### src/rtl/closest_block_resolver_if.sv
// ============================================================================
// Module      : closest_block_resolver_if
// Description : Per-block intersect input bus and resolved-pixel output bus.
// Revision    : 1.0 - initial release
// ============================================================================
`default_nettype none

interface closest_block_resolver_if;
    logic        valid_in;
    logic [10:0] x_in;
    logic [9:0]  y_in;
    logic [31:0] ray_in_x;
    logic [31:0] ray_in_y;
    logic [31:0] ray_in_z;
    logic        ray_block_intersect_in;
    logic [31:0] best_t_in;
    logic [3:0]  block_index_in;

    logic        valid_out;
    logic [10:0] x_out;
    logic [9:0]  y_out;
    logic [31:0] ray_out_x;
    logic [31:0] ray_out_y;
    logic [31:0] ray_out_z;
    logic        hit_out;
    logic [31:0] best_t_out;
    logic [3:0]  best_index_out;
    logic        seq_error_out;

    modport master (
        output valid_in, x_in, y_in, ray_in_x, ray_in_y, ray_in_z,
               ray_block_intersect_in, best_t_in, block_index_in,
        input  valid_out, x_out, y_out, ray_out_x, ray_out_y, ray_out_z,
               hit_out, best_t_out, best_index_out, seq_error_out
    );

    modport slave (
        input  valid_in, x_in, y_in, ray_in_x, ray_in_y, ray_in_z,
               ray_block_intersect_in, best_t_in, block_index_in,
        output valid_out, x_out, y_out, ray_out_x, ray_out_y, ray_out_z,
               hit_out, best_t_out, best_index_out, seq_error_out
    );
endinterface

`default_nettype wire

### src/rtl/closest_block_resolver.sv
// ============================================================================
// Module      : closest_block_resolver
// Description : Folds NUM_BLOCKS per-block hits of one pixel into the nearest.
// Revision    : 1.0 - initial release
// ============================================================================
`default_nettype none

module closest_block_resolver #(
    parameter int NUM_BLOCKS = 12
) (
    input  wire logic              clk_in,
    input  wire logic              rst_in,
    closest_block_resolver_if.slave bus
);

    localparam logic [31:0] c_T_NONE     = 32'h7F80_0000;
    localparam logic [3:0]  c_IDX_NONE   = 4'hF;
    localparam logic [3:0]  c_GROUP_LAST = 4'(NUM_BLOCKS - 1);

    logic [3:0]  r_cnt;
    logic [10:0] r_x;
    logic [9:0]  r_y;
    logic [31:0] r_ray_x, r_ray_y, r_ray_z;
    logic        r_hit;
    logic [31:0] r_best_t;
    logic [3:0]  r_best_idx;

    logic        r_valid_o;
    logic        r_seq_o;
    logic [10:0] r_x_o;
    logic [9:0]  r_y_o;
    logic [31:0] r_ray_x_o, r_ray_y_o, r_ray_z_o;
    logic        r_hit_o;
    logic [31:0] r_best_t_o;
    logic [3:0]  r_best_idx_o;

    logic        w_cand;
    logic        w_mismatch;
    logic        w_start;
    logic        w_base_hit;
    logic [31:0] w_base_t;
    logic [3:0]  w_base_idx;
    logic        w_take;
    logic        w_new_hit;
    logic [31:0] w_new_t;
    logic [3:0]  w_new_idx;
    logic [3:0]  w_cnt_cur;
    logic        w_complete;
    logic [31:0] w_grp_ray_x, w_grp_ray_y, w_grp_ray_z;

    assign w_cand     = bus.ray_block_intersect_in & ~bus.best_t_in[31];
    assign w_mismatch = (r_cnt != 4'd0) && ((bus.x_in != r_x) || (bus.y_in != r_y));
    assign w_start    = (r_cnt == 4'd0) || w_mismatch;

    // A fresh group folds its first entry against an empty "no hit" best.
    assign w_base_hit = w_start ? 1'b0       : r_hit;
    assign w_base_t   = w_start ? c_T_NONE   : r_best_t;
    assign w_base_idx = w_start ? c_IDX_NONE : r_best_idx;

    // Strictly-less keeps the earlier entry on ties; sign bit is excluded.
    assign w_take    = w_cand && (!w_base_hit || (bus.best_t_in[30:0] < w_base_t[30:0]));
    assign w_new_hit = w_take | w_base_hit;
    assign w_new_t   = w_take ? bus.best_t_in      : w_base_t;
    assign w_new_idx = w_take ? bus.block_index_in : w_base_idx;

    assign w_cnt_cur  = w_start ? 4'd0 : r_cnt;
    assign w_complete = (w_cnt_cur == c_GROUP_LAST);

    assign w_grp_ray_x = w_start ? bus.ray_in_x : r_ray_x;
    assign w_grp_ray_y = w_start ? bus.ray_in_y : r_ray_y;
    assign w_grp_ray_z = w_start ? bus.ray_in_z : r_ray_z;

    always_ff @(posedge clk_in) begin
        if (rst_in) begin
            r_cnt        <= 4'd0;
            r_x          <= '0;
            r_y          <= '0;
            r_ray_x      <= '0;
            r_ray_y      <= '0;
            r_ray_z      <= '0;
            r_hit        <= 1'b0;
            r_best_t     <= c_T_NONE;
            r_best_idx   <= c_IDX_NONE;
            r_valid_o    <= 1'b0;
            r_seq_o      <= 1'b0;
            r_x_o        <= '0;
            r_y_o        <= '0;
            r_ray_x_o    <= '0;
            r_ray_y_o    <= '0;
            r_ray_z_o    <= '0;
            r_hit_o      <= 1'b0;
            r_best_t_o   <= c_T_NONE;
            r_best_idx_o <= c_IDX_NONE;
        end else begin
            r_valid_o <= 1'b0;
            r_seq_o   <= 1'b0;
            if (bus.valid_in) begin
                if (w_mismatch) begin
                    // Flush the interrupted group as-is; the new entry starts the next one.
                    r_valid_o    <= 1'b1;
                    r_seq_o      <= 1'b1;
                    r_x_o        <= r_x;
                    r_y_o        <= r_y;
                    r_ray_x_o    <= r_ray_x;
                    r_ray_y_o    <= r_ray_y;
                    r_ray_z_o    <= r_ray_z;
                    r_hit_o      <= r_hit;
                    r_best_t_o   <= r_best_t;
                    r_best_idx_o <= r_best_idx;
                end else if (w_complete) begin
                    r_valid_o    <= 1'b1;
                    r_x_o        <= bus.x_in;
                    r_y_o        <= bus.y_in;
                    r_ray_x_o    <= w_grp_ray_x;
                    r_ray_y_o    <= w_grp_ray_y;
                    r_ray_z_o    <= w_grp_ray_z;
                    r_hit_o      <= w_new_hit;
                    r_best_t_o   <= w_new_t;
                    r_best_idx_o <= w_new_idx;
                end
                if (w_start) begin
                    r_x     <= bus.x_in;
                    r_y     <= bus.y_in;
                    r_ray_x <= bus.ray_in_x;
                    r_ray_y <= bus.ray_in_y;
                    r_ray_z <= bus.ray_in_z;
                end
                r_hit      <= w_new_hit;
                r_best_t   <= w_new_t;
                r_best_idx <= w_new_idx;
                r_cnt      <= w_complete ? 4'd0 : (w_cnt_cur + 4'd1);
            end
        end
    end

    assign bus.valid_out      = r_valid_o;
    assign bus.seq_error_out  = r_seq_o;
    assign bus.x_out          = r_x_o;
    assign bus.y_out          = r_y_o;
    assign bus.ray_out_x      = r_ray_x_o;
    assign bus.ray_out_y      = r_ray_y_o;
    assign bus.ray_out_z      = r_ray_z_o;
    assign bus.hit_out        = r_hit_o;
    assign bus.best_t_out     = r_best_t_o;
    assign bus.best_index_out = r_best_idx_o;

endmodule

`default_nettype wire

### src/flat_wrapper.sv
// flat-port wrapper written by rule: the top's interface ports become plain ports
module closest_block_resolver_flat 
#(
    parameter int NUM_BLOCKS = 12
)
  (clk_in, rst_in, bus_valid_in, bus_x_in, bus_y_in, bus_ray_in_x, bus_ray_in_y, bus_ray_in_z, bus_ray_block_intersect_in, bus_best_t_in, bus_block_index_in, bus_valid_out, bus_x_out, bus_y_out, bus_ray_out_x, bus_ray_out_y, bus_ray_out_z, bus_hit_out, bus_best_t_out, bus_best_index_out, bus_seq_error_out);
  closest_block_resolver_if bus_i ();
  input  wire logic clk_in;
  input  wire logic rst_in;
  input wire logic [$bits(bus_i.valid_in)-1:0] bus_valid_in;
  input wire logic [$bits(bus_i.x_in)-1:0] bus_x_in;
  input wire logic [$bits(bus_i.y_in)-1:0] bus_y_in;
  input wire logic [$bits(bus_i.ray_in_x)-1:0] bus_ray_in_x;
  input wire logic [$bits(bus_i.ray_in_y)-1:0] bus_ray_in_y;
  input wire logic [$bits(bus_i.ray_in_z)-1:0] bus_ray_in_z;
  input wire logic [$bits(bus_i.ray_block_intersect_in)-1:0] bus_ray_block_intersect_in;
  input wire logic [$bits(bus_i.best_t_in)-1:0] bus_best_t_in;
  input wire logic [$bits(bus_i.block_index_in)-1:0] bus_block_index_in;
  output wire logic [$bits(bus_i.valid_out)-1:0] bus_valid_out;
  output wire logic [$bits(bus_i.x_out)-1:0] bus_x_out;
  output wire logic [$bits(bus_i.y_out)-1:0] bus_y_out;
  output wire logic [$bits(bus_i.ray_out_x)-1:0] bus_ray_out_x;
  output wire logic [$bits(bus_i.ray_out_y)-1:0] bus_ray_out_y;
  output wire logic [$bits(bus_i.ray_out_z)-1:0] bus_ray_out_z;
  output wire logic [$bits(bus_i.hit_out)-1:0] bus_hit_out;
  output wire logic [$bits(bus_i.best_t_out)-1:0] bus_best_t_out;
  output wire logic [$bits(bus_i.best_index_out)-1:0] bus_best_index_out;
  output wire logic [$bits(bus_i.seq_error_out)-1:0] bus_seq_error_out;
  assign bus_i.valid_in = bus_valid_in;
  assign bus_i.x_in = bus_x_in;
  assign bus_i.y_in = bus_y_in;
  assign bus_i.ray_in_x = bus_ray_in_x;
  assign bus_i.ray_in_y = bus_ray_in_y;
  assign bus_i.ray_in_z = bus_ray_in_z;
  assign bus_i.ray_block_intersect_in = bus_ray_block_intersect_in;
  assign bus_i.best_t_in = bus_best_t_in;
  assign bus_i.block_index_in = bus_block_index_in;
  assign bus_valid_out = bus_i.valid_out;
  assign bus_x_out = bus_i.x_out;
  assign bus_y_out = bus_i.y_out;
  assign bus_ray_out_x = bus_i.ray_out_x;
  assign bus_ray_out_y = bus_i.ray_out_y;
  assign bus_ray_out_z = bus_i.ray_out_z;
  assign bus_hit_out = bus_i.hit_out;
  assign bus_best_t_out = bus_i.best_t_out;
  assign bus_best_index_out = bus_i.best_index_out;
  assign bus_seq_error_out = bus_i.seq_error_out;
  closest_block_resolver #(.NUM_BLOCKS(NUM_BLOCKS)) u_core (.clk_in(clk_in), .rst_in(rst_in), .bus(bus_i));
endmodule
### config.mk
export PLATFORM = sky130hd
export DESIGN_NAME = closest_block_resolver_flat
export DESIGN_NICKNAME = d
export VERILOG_FILES = /design/src/rtl/closest_block_resolver_if.sv /design/src/rtl/closest_block_resolver.sv /design/src/flat_wrapper.sv
export SDC_FILE = /design/constraint.sdc
export NUM_CORES = 1
export LEC_CHECK = 0
export CAP_MARGIN = 15
export CORE_ASPECT_RATIO = 1.5
export CORE_MARGIN = 1
export CORE_UTILIZATION = 38
export CTS_BUF_LIST = sky130_fd_sc_hd__clkbuf_4
export DETAILED_ROUTE_END_ITERATION = 10
export GPL_ROUTABILITY_DRIVEN = 0
export GPL_TIMING_DRIVEN = 1
export SLEW_MARGIN = 5
export SYNTH_ARGS = -nofsm -noshare
export SYNTH_HDL_FRONTEND = slang
export SYNTH_SLANG_ARGS = --single-unit
export TNS_END_PERCENT = 20
### constraint.sdc
create_clock -name clk_in -period 12 [get_ports clk_in]
set_clock_uncertainty 0.05 [all_clocks]
set_input_delay 2.4 -clock clk_in [delete_from_list [all_inputs] [get_ports clk_in]]
set_output_delay 2.4 -clock clk_in [all_outputs]
set_load 0.05 [all_outputs]
After elaboration in Yosys (flattened, before gate mapping)
Cells that the tools add are included.

Output and inout port bits: 156. Register bits after elaboration: 314. Word-level logic and storage cells: 69. Input bits: 157.

Equality and inequality tests: 3. Mux-type cells: 29. Magnitude comparators: 1. Bitwise operators: 4. Add/sub/neg operators: 1. Reductions and logical operators: 12.

Operators by type and width (number): $mux 32 (13); $lt 31x31->1 (1); $mux 4 (6); $mux 11 (2); $mux 10 (2); $ne 11x11->1 (1); $ne 10x10->1 (1); $mux 1 (6); $add 4x1->4 const B (1); $eq 4x4->1 const B (1); $logic_not 4->1 (1); $reduce_and 2->1 (2); $reduce_bool 4->1 (1); $logic_or 1x1->1 (3); $logic_and 1x1->1 (2); $not 1->1 (2); $reduce_bool 2->1 (1); $reduce_or 2->1 (1); $and 1x1->1 (1); $logic_not 1->1 (1); $or 1x1->1 (1).

Depth between registers and ports, before layout
Word-level depth: 11. Gate-level depth with buffers: 18. Gate-level depth less buffers: 15.

Worst setup path before layout
Ideal clock, no wire load.

Path kind: input to register. Start: input port bus_x_in[1]. End: register u_core.r_best_t[10]. Path slack: 5985 ps. Data arrival time: 5848 ps. Stages: 17. Buffers on the path: 3. Cells stage by stage: xor2_1 -> nor4_1 -> nand3_1 -> nor3_1 -> clkbuf_1 -> nand2_1 -> ha_1 -> a211oi_1 -> o21ai_0 -> a311oi_1 -> nor2_1 -> nor4_4 -> nor4_1 -> or2_1 -> buf_2 -> buf_6 -> a22o_1.

Longest elaborated chain between the ends: 9. Elaborated cells on any way between the ends: 11. Classes of those cells: order compare: 1; eq/ne: 1; mux: 3; reduce/logical: 6.

RTL lines: from (decl) (line flat_wrapper.sv:11) `input wire logic [$bits(bus_i.x_in)-1:0] bus_x_in;`; $ne 11x11->1 (*) (line closest_block_resolver.sv:52) `assign w_mismatch = (r_cnt != 4'd0) && ((bus.x_in != r_x) || (bus.y_in != r_y));`; $logic_or 1x1->1 (*) (line closest_block_resolver.sv:52); $logic_and 1x1->1 (*) (line closest_block_resolver.sv:52); $logic_or 1x1->1 (*) (line closest_block_resolver.sv:53) `assign w_start = (r_cnt == 4'd0) || w_mismatch;`; $mux 32 / $mux 1 (equally long branches) (line closest_block_resolver.sv:57, closest_block_resolver.sv:56); $lt 31x31->1 / $logic_not 1->1 (equally long branches) (line closest_block_resolver.sv:61) `assign w_take = w_cand && (!w_base_hit || (bus.best_t_in[30:0] < w_base_t[30:0]));`; $logic_or 1x1->1 (line closest_block_resolver.sv:61); $logic_and 1x1->1 (line closest_block_resolver.sv:61); $mux 32 (*) (line closest_block_resolver.sv:63) `assign w_new_t = w_take ? bus.best_t_in : w_base_t;`; to (signal assigned) (line closest_block_resolver.sv:82) `r_best_t <= c_T_NONE;`; to (signal assigned) (line closest_block_resolver.sv:129) `r_best_t <= w_new_t;`; to (decl) (line closest_block_resolver.sv:25) `logic [31:0] r_best_t;`.

Every way passes the cells marked *; elsewhere a longest branch is shown, timed or not. A chain may end at the register's enable or synchronous reset.

Worst setup path after layout
Start: input port bus_y_in[1]. End: register u_core.r_best_t[8].

Longest elaborated chain between the ends: 9. Elaborated cells on any way between the ends: 11. Classes of those cells: order compare: 1; eq/ne: 1; mux: 3; reduce/logical: 6.

RTL lines: from (decl) (line flat_wrapper.sv:12) `input wire logic [$bits(bus_i.y_in)-1:0] bus_y_in;`; $ne 10x10->1 (*) (line closest_block_resolver.sv:52); $logic_or 1x1->1 (*) (line closest_block_resolver.sv:52); $logic_and 1x1->1 (*) (line closest_block_resolver.sv:52); $logic_or 1x1->1 (*) (line closest_block_resolver.sv:53); $mux 32 / $mux 1 (equally long branches) (line closest_block_resolver.sv:57, closest_block_resolver.sv:56); $lt 31x31->1 / $logic_not 1->1 (equally long branches) (line closest_block_resolver.sv:61); $logic_or 1x1->1 (line closest_block_resolver.sv:61); $logic_and 1x1->1 (line closest_block_resolver.sv:61); $mux 32 (*) (line closest_block_resolver.sv:63).

Marked as above.

==> run_results.csv <==
group,metric,value,unit
synthesis,ys_types,44,
critical_path,start_kind,"primary input",
power_and_ir_drop,p_per_area,139,nW/um2
sta,hold_viol,0,
critical_path,crit_slowest_cell,"or2_1",
finish,fin_area,16500,um2
sta,max_freq,145,MHz
placement,place_inst,2118,
critical_path,crit_arrival,7.47,ns
clock_network,cts_buffers,79,
drt,drc,0,
finish,num-nets-final,1977,
sta,drv_slew,0,
finish,final_util,52.0,%
sta,setup_tns,0,ns
placement,io_buffer_count,312,
global_routing,grt_pass1_vias,10867,
finish,instances_no_fill,2246,
critical_path,cp_slowest_stage_delay,0.75,ns
synthesis,synth_seq_cells,314,
synthesis,ys_warn_count,0,
drt,ant_nets,0,
power_and_ir_drop,leakage,5.95,nW
drt,firstDrtPassIters,5,
finish,syn2layout_area_growth,34.8,%
finish,drive_above_1_share,7.59,%
floorplan,row_count,80,
floorplan,core_area,31700,um2
sta,setup_viol,0,
clock_network,cts_tree,"yes",
sta,fin_crit_sh,57.3,%
clock_network,post_cts_buffers,0,
clock_network,max-clock-path-buffers,3,
synthesis,synth_cells,1499,
floorplan,die_area,32900,um2
global_routing,grt.overflow.total,0,
power_and_ir_drop,peakVddDrop,0.0000934,V
floorplan,die_w,149,um
min_path,hp-class,"reg2reg",
sta,max_slew.worst_pin.slew,1.06,ns
synthesis,synthArstFlopShare,0,%
job,cap_violations,0,
drt,viasPerCell,4.98,
clock_network,root_buffer,"clkbuf_4",
drt,wl,35700,um
critical_path,end_kind,"flop",
sta,slew_headroom,29.4,%
synthesis,mappedNetlistArea,12200,um2
clock_network,clk_pin_slew,0.06,ns
critical_path,path_cells,"clkdlybuf4s50_1, xor2_1, nor4_1, nand4_1, nor2_1, nand2_1, nor2_1, ha_1, nand4_1, nor4_1, inv_1, a31oi_1, nor4_4, nor4_1, or2_1, a22o_1",
sta,finalCriticalPeriod,6.88,ns
drt,wl_per_cell,15.9,um
drt,vias,11180,
critical_path,path_class,"in2reg",
drt,drtIter0Drc,510,
critical_path,cp_max_fo,24,
global_routing,antenna_found_initial,5,
floorplan,pin_count,313,
critical_path,required,12.59,ns
floorplan,start_util,38.6,%
global_routing,grt_pass1_wl,56300,um
synthesis,mappedNetlistNets,1687,
clock_network,cts_hold_buffers,0,
synthesis,synthFlopType,"dfxtp_1",
placement,place_area,15500,um2
floorplan,die_height,222,um
clock_network,cts.sinks,314,
placement,place.detailed.hpwl,23100,um
synthesis,seq_area_frac_synth,51.4,%
outcome,status,"finished clean",
clock_network,htreeDepth,3,
critical_path,crit_top_cell,"nor4_1",
synthesis,synth_edf_count,0,
clock_network,cts-resized-gates,0,
global_routing,grt_usage,21.7,%
sta,rsz0062_at_grt,"false",
clock_network,clk_latency,0.72,ns
global_routing,grt_max_degree,125,
synthesis,avgSynthCellArea,8.16,um2
[cell families (layout without fill, tap and decap cells)]
| group | after synthesis | count (layout) | share of synthesized area, % |
|---|---|---|---|
| compound gates | 331 | 331 | 16.2 |
| xor+xnor | 21 | 21 | 1.50 |
| fa+ha+maj | 31 | 31 | 3.17 |
| buf+inv | 116 | 448 | 3.90 |
| flops | 314 | 314 | 51.4 |
| mux | 22 | 22 | 1.80 |
| other cells | 0 | 5 | 0 |
| simple gates | 664 | 664 | 22.0 |
[worst max-delay path: cells and delay by family]
family	cells	cell delay (ns)
buffers and inverters	2	0.53
and+or+nand+nor	10	3.67
xor gates and xnor gates	1	0.16
adders and majority gates	1	0.16
AOI/OAI and AO/OA	2	0.51
[Yosys cell counts, types with 8 or more instances]
library cell  number  area share, %
mux2i_1           22            1.8
a21oi_1          223            9.1
xor2_1            19            1.4
dfxtp_1          314             51
buf_2             12           0.49
ha_1              31            3.2
nor4_1            31            1.6
clkbuf_1          96            2.9
a211oi_1          25            1.5
nor2_1            72            2.2
a311oi_1          25            1.8
nor3_1            28            1.1
nand2_1          505             15
a22o_1            23            1.6
o22a_1            12           0.86
o21ai_0            8           0.33
nand4_1            8           0.41
[cell type report]
type | instances | area, um2
Clock inverter | 9 | 87.6
Antenna cell | 5 | 12.5
Timing Repair Buffer | 324 | 3220
Fill cell | 3070 | 15200
Multi-Input combinational cell | 1069 | 5510
Sequential cell | 314 | 6290
Tap cell | 410 | 513
Clock buffer | 114 | 856
Inverter | 1 | 3.75
[layer usage]
metal  vias to the layer above  GRT usage [%]  share of wire (%)
li1                       5694              -                  -
met3                        61           7.10                7.6
met2                       290           36.9                 50
met5                         -              0                  0
met1                      5135           23.6                 39
met4                         0           11.5                3.4
[cell usage in the layout, fill, tap and decap left out, drive strengths merged, types with 5 or more instances in the layout]
master / synthesis / final
nor2: 72 / 72
ha: 31 / 31
mux2i: 22 / 22
a22o: 23 / 23
a211oi: 25 / 25
o21ai: 9 / 9
clkdlybuf4s50: 0 / 311
dfxtp: 314 / 314
clkbuf: 96 / 114
buf: 19 / 13
nand2: 505 / 505
nor4: 32 / 32
a311oi: 25 / 25
clkinv: 0 / 6
a21oi: 223 / 223
diode: 0 / 5
xor2: 19 / 19
o22a: 12 / 12
nand4: 8 / 8
nor3: 28 / 28
[metrics by stage]
step / hold slack [ns] / setup slack [ns] / power (W)
after detailed placement: 0.393 / 4.33 / 0.00143
after floorplan: 0.379 / 5.99 / 0.00130
final: 0.364 / 5.12 / 0.00229
after global placement: 0.386 / 4.45 / 0.00143
after global routing: 0.396 / 4.73 / 0.00241
after CTS: 0.380 / 5.14 / 0.00233
[final timing paths]
kind | from | endpoint | slack, ns | depth (start not counted)
worst min-delay path | flop | u_core.bus.ray_out_y[7] | 0.36 | 2
worst min register to register | flop | u_core.bus.ray_out_y[7] | 0.36 | 2
worst max register to register | u_core.r_y[1] | u_core.r_best_t[8] | 6.95 | 15
worst max-delay path | bus_y_in[1] | u_core.r_best_t[8] | 5.12 | 16
[where the power goes]
part / switching [W] / internal [W] / leakage [nW] / total [W]
sequential: 0.0000236 / 0.00109 / 2.57 / 0.00111
combinational: 0.000176 / 0.000117 / 2.82 / 0.000293
clock: 0.000416 / 0.000472 / 0.569 / 0.000887
(Power assumes the default switching activity.)
